File: config.mk
export PLATFORM = sky130hd
export DESIGN_NAME = csr_ctrl
export DESIGN_NICKNAME = d
export VERILOG_FILES = /design/src/rtl/csr_pkg.sv /design/src/rtl/csr_rmw.sv /design/src/rtl/csr_ctrl.sv
export SDC_FILE = /design/constraint.sdc
export NUM_CORES = 2
export LEC_CHECK = 0
export ABC_AREA = 1
export BUFFER_PORTS_ARGS = -buffer_cell sky130_fd_sc_hd__buf_4
export CORE_MARGIN = 2
export CORE_UTILIZATION = 28
export DETAILED_ROUTE_END_ITERATION = 8
export SYNTH_ARGS = -nofsm -noshare
export SYNTH_HDL_FRONTEND = slang
export SYNTH_HIERARCHICAL = 1
export SYNTH_SLANG_ARGS = --single-unit
File: constraint.sdc
create_clock -name clk -period 87.4 [get_ports clk]
set_input_delay 26.22 -clock clk [delete_from_list [all_inputs] [get_ports clk]]
set_output_delay 26.22 -clock clk [all_outputs]
set_load 0.01 [all_outputs]
File: src/rtl/csr_pkg.sv
// Shared definitions for the machine-mode CSR controller: CSR addresses,
// instruction op codes, controller states, mstatus field positions and
// reset values, plus a small op-code legality helper.
package csr_pkg;

    localparam logic [11:0] ADDR_MSTATUS  = 12'h300;
    localparam logic [11:0] ADDR_MIE      = 12'h304;
    localparam logic [11:0] ADDR_MTVEC    = 12'h305;
    localparam logic [11:0] ADDR_MSCRATCH = 12'h340;
    localparam logic [11:0] ADDR_MEPC     = 12'h341;
    localparam logic [11:0] ADDR_MCAUSE   = 12'h342;
    localparam logic [11:0] ADDR_MTVAL    = 12'h343;
    localparam logic [11:0] ADDR_MCYCLE   = 12'hB00;
    localparam logic [11:0] ADDR_MINSTRET = 12'hB02;

    typedef enum logic [3:0] {
        OP_NONE = 4'd0,
        OP_RW   = 4'd1,
        OP_RS   = 4'd2,
        OP_RC   = 4'd3,
        OP_RWI  = 4'd4,
        OP_RSI  = 4'd5,
        OP_RCI  = 4'd6
    } csr_op_e;

    typedef enum logic [2:0] {
        IDLE,
        EXEC,
        T_EPC,
        T_CAUSE,
        T_STAT,
        MRET
    } state_e;

    localparam int unsigned MSTATUS_MIE    = 3;
    localparam int unsigned MSTATUS_MPIE   = 7;
    localparam int unsigned MSTATUS_MPP_LO = 11;
    localparam int unsigned MSTATUS_MPP_HI = 12;

    localparam logic [63:0] MSTATUS_RST = 64'h0000_0000_0000_1800;
    localparam logic [63:0] CSR_RST     = 64'h0;

    function automatic logic op_is_legal(input logic [3:0] op);
        return (op >= OP_RW) && (op <= OP_RCI);
    endfunction

endpackage

File: src/rtl/csr_rmw.sv
// Combinational read-modify-write datapath for CSR instructions.
// Ports:
//   op_i   - CSR op code (1 rw, 2 rs, 3 rc, 4 rwi, 5 rsi, 6 rci)
//   old_i  - current CSR value
//   rs1_i  - register operand
//   imm_i  - 5-bit uimm, zero-extended
//   new_o  - value to be written back (old value for unknown ops)
module csr_rmw
    import csr_pkg::*;
(
    input  logic [3:0]  op_i,
    input  logic [63:0] old_i,
    input  logic [63:0] rs1_i,
    input  logic [4:0]  imm_i,
    output logic [63:0] new_o
);

    logic [63:0] imm64;

    always_comb begin
        imm64 = {59'b0, imm_i};
        new_o = old_i;
        case (op_i)
            OP_RW:   new_o = rs1_i;
            OP_RS:   new_o = old_i | rs1_i;
            OP_RC:   new_o = old_i & ~rs1_i;
            OP_RWI:  new_o = imm64;
            OP_RSI:  new_o = old_i | imm64;
            OP_RCI:  new_o = old_i & ~imm64;
            default: new_o = old_i;
        endcase
    end

endmodule

File: src/rtl/csr_ctrl.sv
// Machine-mode CSR controller: executes CSR instructions, sequences trap
// entry over three cycles and handles mret, producing PC redirects.
// Optional feature: define CSR_PERF_CNT_EN to add mcycle (0xB00) and
// minstret (0xB02); without it those addresses are illegal.
// Ports:
//   clk, rst                 - clock, asynchronous active-high reset
//   ready                    - high in IDLE; requests accepted on that edge
//   csr_req/op/addr/rs1/imm  - CSR instruction request and operands
//   csr_done/rd_val/illegal  - one-cycle completion with old value
//   trap_req/cause/pc/tval   - trap entry request and its information
//   mret_req                 - return-from-trap request
//   instret                  - instruction retire pulse
//   redirect_valid/pc        - one-cycle PC redirect
module csr_ctrl
    import csr_pkg::*;
(
    input  logic        clk,
    input  logic        rst,
    output logic        ready,
    input  logic        csr_req,
    input  logic [3:0]  csr_op,
    input  logic [11:0] csr_addr,
    input  logic [63:0] csr_rs1,
    input  logic [4:0]  csr_imm,
    output logic        csr_done,
    output logic [63:0] csr_rd_val,
    output logic        csr_illegal,
    input  logic        trap_req,
    input  logic [63:0] trap_cause,
    input  logic [63:0] trap_pc,
    input  logic [63:0] trap_tval,
    input  logic        mret_req,
    input  logic        instret,
    output logic        redirect_valid,
    output logic [63:0] redirect_pc
);

    state_e      state_q;
    logic        ready_q, csr_done_q, csr_illegal_q, redirect_valid_q;
    logic [63:0] csr_rd_val_q, redirect_pc_q;

    // Captured request operands
    logic [3:0]  op_q;
    logic [11:0] addr_q;
    logic [63:0] rs1_q;
    logic [4:0]  imm_q;
    logic [63:0] tpc_q, tcause_q, ttval_q;

    // Architectural state
    logic        st_mie_q, st_mpie_q;
    logic [63:0] mie_q, mtvec_q, mscratch_q, mepc_q, mcause_q, mtval_q;
`ifdef CSR_PERF_CNT_EN
    logic [63:0] mcycle_q, minstret_q;
`else
    logic        unused_instret;
    assign unused_instret = instret;
`endif

    logic [63:0] mstatus_rd, rd_data, csr_new_d, trap_target_d;
    logic        rd_legal;

    always_comb begin
        mstatus_rd = CSR_RST;
        mstatus_rd[MSTATUS_MPP_HI:MSTATUS_MPP_LO] = 2'b11;
        mstatus_rd[MSTATUS_MIE]  = st_mie_q;
        mstatus_rd[MSTATUS_MPIE] = st_mpie_q;
    end

    // Read mux is only consulted at acceptance; the sampled value is both the
    // returned rd_val and the old value fed to the RMW datapath in EXEC.
    always_comb begin
        rd_data  = CSR_RST;
        rd_legal = 1'b1;
        case (csr_addr)
            ADDR_MSTATUS:  rd_data = mstatus_rd;
            ADDR_MIE:      rd_data = mie_q;
            ADDR_MTVEC:    rd_data = mtvec_q;
            ADDR_MSCRATCH: rd_data = mscratch_q;
            ADDR_MEPC:     rd_data = mepc_q;
            ADDR_MCAUSE:   rd_data = mcause_q;
            ADDR_MTVAL:    rd_data = mtval_q;
`ifdef CSR_PERF_CNT_EN
            ADDR_MCYCLE:   rd_data = mcycle_q;
            ADDR_MINSTRET: rd_data = minstret_q;
`else
            ADDR_MCYCLE, ADDR_MINSTRET: rd_legal = 1'b0;
`endif
            default:       rd_legal = 1'b0;
        endcase
    end

    // Vectored mode only applies to interrupts; exceptions use the base.
    always_comb begin
        trap_target_d = {mtvec_q[63:2], 2'b00};
        if (mtvec_q[1:0] == 2'b01 && tcause_q[63])
            trap_target_d = {mtvec_q[63:2], 2'b00} + {tcause_q[61:0], 2'b00};
    end

    csr_rmw u_rmw (
        .op_i  (op_q),
        .old_i (csr_rd_val_q),
        .rs1_i (rs1_q),
        .imm_i (imm_q),
        .new_o (csr_new_d)
    );

    always_ff @(posedge clk or posedge rst) begin
        if (rst) begin
            state_q          <= IDLE;
            ready_q          <= 1'b1;
            csr_done_q       <= 1'b0;
            csr_illegal_q    <= 1'b0;
            redirect_valid_q <= 1'b0;
            csr_rd_val_q     <= '0;
            redirect_pc_q    <= '0;
            op_q             <= '0;
            addr_q           <= '0;
            rs1_q            <= '0;
            imm_q            <= '0;
            tpc_q            <= '0;
            tcause_q         <= '0;
            ttval_q          <= '0;
            st_mie_q         <= MSTATUS_RST[MSTATUS_MIE];
            st_mpie_q        <= MSTATUS_RST[MSTATUS_MPIE];
            mie_q            <= CSR_RST;
            mtvec_q          <= CSR_RST;
            mscratch_q       <= CSR_RST;
            mepc_q           <= CSR_RST;
            mcause_q         <= CSR_RST;
            mtval_q          <= CSR_RST;
`ifdef CSR_PERF_CNT_EN
            mcycle_q         <= CSR_RST;
            minstret_q       <= CSR_RST;
`endif
        end else begin
            csr_done_q       <= 1'b0;
            csr_illegal_q    <= 1'b0;
            redirect_valid_q <= 1'b0;
`ifdef CSR_PERF_CNT_EN
            // A counter write in EXEC below overrides these increments.
            mcycle_q <= mcycle_q + 64'd1;
            if (instret)
                minstret_q <= minstret_q + 64'd1;
`endif
            case (state_q)
                IDLE: begin
                    if (trap_req) begin
                        tpc_q    <= trap_pc;
                        tcause_q <= trap_cause;
                        ttval_q  <= trap_tval;
                        ready_q  <= 1'b0;
                        state_q  <= T_EPC;
                    end else if (mret_req) begin
                        redirect_valid_q <= 1'b1;
                        redirect_pc_q    <= mepc_q;
                        ready_q          <= 1'b0;
                        state_q          <= MRET;
                    end else if (csr_req) begin
                        op_q          <= csr_op;
                        addr_q        <= csr_addr;
                        rs1_q         <= csr_rs1;
                        imm_q         <= csr_imm;
                        csr_done_q    <= 1'b1;
                        csr_illegal_q <= ~(rd_legal & op_is_legal(csr_op));
                        csr_rd_val_q  <= (rd_legal & op_is_legal(csr_op)) ? rd_data : '0;
                        ready_q       <= 1'b0;
                        state_q       <= EXEC;
                    end
                end
                EXEC: begin
                    if (!csr_illegal_q) begin
                        case (addr_q)
                            ADDR_MSTATUS: begin
                                st_mie_q  <= csr_new_d[MSTATUS_MIE];
                                st_mpie_q <= csr_new_d[MSTATUS_MPIE];
                            end
                            ADDR_MIE:      mie_q      <= csr_new_d;
                            ADDR_MTVEC:    mtvec_q    <= csr_new_d[1] ? {csr_new_d[63:2], 2'b00} : csr_new_d;
                            ADDR_MSCRATCH: mscratch_q <= csr_new_d;
                            ADDR_MEPC:     mepc_q     <= {csr_new_d[63:2], 2'b00};
                            ADDR_MCAUSE:   mcause_q   <= csr_new_d;
                            ADDR_MTVAL:    mtval_q    <= csr_new_d;
`ifdef CSR_PERF_CNT_EN
                            ADDR_MCYCLE:   mcycle_q   <= csr_new_d;
                            ADDR_MINSTRET: minstret_q <= csr_new_d;
`endif
                            default: ;
                        endcase
                    end
                    csr_rd_val_q <= '0;
                    ready_q      <= 1'b1;
                    state_q      <= IDLE;
                end
                T_EPC: begin
                    mepc_q  <= {tpc_q[63:2], 2'b00};
                    state_q <= T_CAUSE;
                end
                T_CAUSE: begin
                    mcause_q         <= tcause_q;
                    mtval_q          <= ttval_q;
                    redirect_valid_q <= 1'b1;
                    redirect_pc_q    <= trap_target_d;
                    state_q          <= T_STAT;
                end
                T_STAT: begin
                    st_mpie_q <= st_mie_q;
                    st_mie_q  <= 1'b0;
                    ready_q   <= 1'b1;
                    state_q   <= IDLE;
                end
                MRET: begin
                    st_mie_q  <= st_mpie_q;
                    st_mpie_q <= 1'b1;
                    ready_q   <= 1'b1;
                    state_q   <= IDLE;
                end
                default: begin
                    ready_q <= 1'b1;
                    state_q <= IDLE;
                end
            endcase
        end
    end

    assign ready          = ready_q;
    assign csr_done       = csr_done_q;
    assign csr_rd_val     = csr_rd_val_q;
    assign csr_illegal    = csr_illegal_q;
    assign redirect_valid = redirect_valid_q;
    assign redirect_pc    = redirect_pc_q;

endmodule

==> results.py <==
metrics = {
    "global_routing": {
        "antenna_found_initial": 6,
        "grt_pass1_wl_mm": 263,
        "track_usage_pct": 22.0,
        "grt_max_degree": 180,
        "grt_pass1_vias": 39800,
        "gr-total-overflow": 0,
    },
    "drt": {
        "wl_mm": 179,
        "ant_nets": 0,
        "first_pass_iters": 6,
        "drtIter0Drc": 3937,
        "drt-wirelength-per-cell_um": 20.8,
        "drc": 0,
        "num_vias": 41900,
        "viasPerCell": 4.85,
    },
    "worst_setup_path": {
        "start_kind": "primary input",
        "endpoint": "rs1_q[46]",
        "crit_type": "in -> async",
        "rrSetupSlack_ps": 83030,
        "cp_num_cells": 6,
        "end_kind": "async pin",
        "critPathBufInv": 6,
        "setup.worst_path.start": "rst",
        "r2r-start": "state_q[2]",
        "slowest_delay_ps": 800,
        "crit_required_ps": 88120,
        "critPathSlowestCell": "buf_4",
        "cp_data_arrival_time_ps": 30090,
        "cp_common_cell": "buf_4",
        "reg2regPathDepth": 15,
        "crit_chain": "buf_4 > inv_8 > buf_4 > buf_4 > buf_12 > buf_4",
        "crit_fanout": 144,
        "critPathTopFamily": "buffers and inverters",
        "rr_endpoint": "csr_rd_val[7]",
    },
    "yosys": {
        "yosysWarnings": 6,
        "synth-compound-area-share_pct": 13.1,
        "synthFlopType": "dfrtp_1",
        "synth_top_family_by_area": "simple AND/OR/NAND/NOR gates",
        "synthSimpleGateAreaFrac_pct": 30.0,
        "synth-async-reset-ratio_pct": 100,
        "synth_adder_area_share_pct": 1.78,
        "netlist_instances": 6264,
        "syn_area_um2": 43900,
        "seq_area_frac_synth_pct": 45.0,
        "synthXorXnorAreaFrac_pct": 0.578,
        "synth_cell_types": 44,
        "syn_avg_cell_area_um2": 7.02,
        "synth_edf_count": 0,
        "synth-seq-cells": 791,
        "muxShareOfSynthArea_pct": 0,
    },
    "power": {
        "p_seq_share_pct": 38.3,
        "switching_share_pct": 42.6,
        "power_leakage_nw": 25.7,
        "p_comb_share_pct": 35.8,
        "ir_worst_vdd_v": 0.0000299,
        "clock_power_share_pct": 25.9,
        "p_sw_w": 0.000667,
        "internal-power_w": 0.000899,
        "pwr_density_cell_nw_per_um2": 30.2,
    },
    "status": {
        "status": "finished, final reports clean",
    },
    "timing": {
        "finalClockSkew_ps": 62.8,
        "fin_setup_tns_ps": 0,
        "fin_crit_sh_pct": 33.6,
        "rsz0062_at_grt": "false",
        "fin_crit_ps": 29370,
        "maxSlewHeadroom_pct": 10.3,
        "hold_viol_final": 0,
        "worst_pin_slew_ps": 1340,
        "worst_slack_ps": 58030,
        "setup_viol": 0,
        "fmax_ghz": 0.0340,
        "finalMaxSlewViolations": 0,
    },
    "layout": {
        "nets": 6847,
        "final_cell_count_no_fill": 8630,
        "postLayoutCellArea_um2": 51900,
        "regArea_um2": 19800,
        "fillCellCount": 16900,
        "multiInputGateArea_um2": 20100,
        "area_growth_pct": 18.0,
        "utilization_pct": 33.2,
        "layout-drive-gt1-share_pct": 10.9,
    },
    "clock_network": {
        "cts_resized": 0,
        "cts-root-buf": "clkbuf_16",
        "path_clk_slew_ps": 60,
        "postCtsHoldBufs": 0,
        "cts_tree": "built",
        "cts_buffers": 90,
        "htree_levels": 3,
        "cts_sinks": 791,
        "clockBufferDepth": 3,
        "postCtsSetupBuffers": 0,
        "clk_latency_ps": 740,
    },
    "place": {
        "dp_slack_ps": 57090,
        "gp_congestion": 0.909,
        "dpl.hpwl_mm": 129,
        "placed_area_um2": 48700,
        "io_buffers": 409,
        "placedCellCount": 8468,
    },
    "floorplanning": {
        "die_y_um": 400,
        "coreArea_um2": 156000,
        "initial_utilization_pct": 28.2,
        "io_pins": 415,
        "design.die.area_um2": 160000,
        "fp-row-count": 145,
        "die_w_um": 400,
    },
    "worst_hold_path": {
        "hold_depth": 2,
        "min_path_type": "reg -> reg",
    },
    "job": {
        "cap_violations": 0,
    },
}
[worst reg2reg max path, stage by stage, from the launching register on]
cell and delay, ps:
dfrtp_1 460, nor2_1 80, inv_2 100, nor2_2 70
inv_2 120, nor2_4 60, inv_4 540, o211ai_4 150
buf_4 430, nor2_4 180, buf_4 660, inv_2 120
nor2_4 130, buf_4 710, o21ai_1 370, nand2_1 130
[per-stage QoR]
stage | total power (W) | hold slack (ps)
finish | 0.00157 | 472
global route | 0.00167 | 487
CTS | 0.00158 | 472
detailed placement | 0.00117 | 457
global placement | 0.00115 | 450
floorplan | 0.000929 | 434
[layout make-up]
cell class	count	share of cell area, %
Clock buffer	120	4.91
Tap cell	2058	4.96
Timing Repair Buffer	461	6.77
Clock inverter	40	1.10
Antenna cell	2	0.00965
Multi-Input combinational cell	4423	38.7
Sequential cell	791	38.2
Inverter	735	5.35
[cells in the mapped netlist (61+ instances only)]
library cell / number / area share, %
buf_2: 89 / 1.0
dfrtp_1: 790 / 45
nand2_1: 2411 / 21
a21oi_1: 219 / 2.5
clkbuf_1: 194 / 1.7
a31oi_1: 129 / 1.8
nand3_1: 281 / 3.2
o21ai_0: 412 / 4.7
ha_1: 61 / 1.7
o211ai_1: 65 / 1.1
nor2_1: 516 / 4.4
or2_2: 66 / 0.94
inv_1: 723 / 6.2
[worst min-delay path by stage]
stage,from,to,slack [ps]
final,addr_q[8],addr_q[8],470
after global routing,ttval_q[56],ttval_q[56],490
after CTS,addr_q[8],addr_q[8],470
after detailed placement,addr_q[8],addr_q[8],460
after global placement,addr_q[9],addr_q[9],450
after floorplan,addr_q[8],addr_q[8],430
[sequential cells by signal (all words and copies together) (netlist names), 5 cells and up]
register     cells
mie_q           64
mcause_q        64
ttval_q         64
rs1_q           64
tpc_q           62
redirect_pc     62
mscratch_q      64
imm_q            5
mtval_q         64
mepc_q          62
tcause_q        64
csr_rd_val      64
addr_q          12
mtvec_q         63
[routing by layer]
layer  up-vias  wire length (um)  GRT usage, %
met2      1490             76400          32.7
met3       243             15400          5.43
met5         -                39             0
met1     19900             81000          31.0
met4         6              6340          7.90
li1      20200                 -             -
[cell families (layout without fill, tap and decap cells)]
logic type               count (synthesis)  after routing
AND/OR/NAND/NOR                       3330           3330
buffers and inverters                 1051           1356
AO/OA/AOI/OAI                         1000           1000
flip-flops                             791            791
adder cells (fa/ha/maj)                 62             62
XOR/XNOR                                29             29
other                                    1              4
[layout by cell type, fill, tap and decap left out, types with 26 or more instances in the layout]
cell	instances
clkbuf_16	91
o22ai_1	38
nor2_1	515
xor2_1	26
a21oi_1	219
a31oi_1	129
nand2_1	2407
o211ai_1	65
or2_2	66
ha_1	61
a22oi_1	58
dfrtp_1	790
inv_1	721
a22o_1	42
o21ai_0	412
nand3_1	281
buf_4	457
[power by group through the flow]
stage | sequential (W) | clock [W] | combinational (W)
detailed placement | 0.000604 | 0 | 0.000562
global placement | 0.000600 | 0 | 0.000553
global route | 0.000613 | 0.000426 | 0.000628
CTS | 0.000599 | 0.000412 | 0.000565
finish | 0.000600 | 0.000405 | 0.000561
floorplan | 0.000564 | 0 | 0.000365
Note: power is estimated with default switching activity, not from simulation.
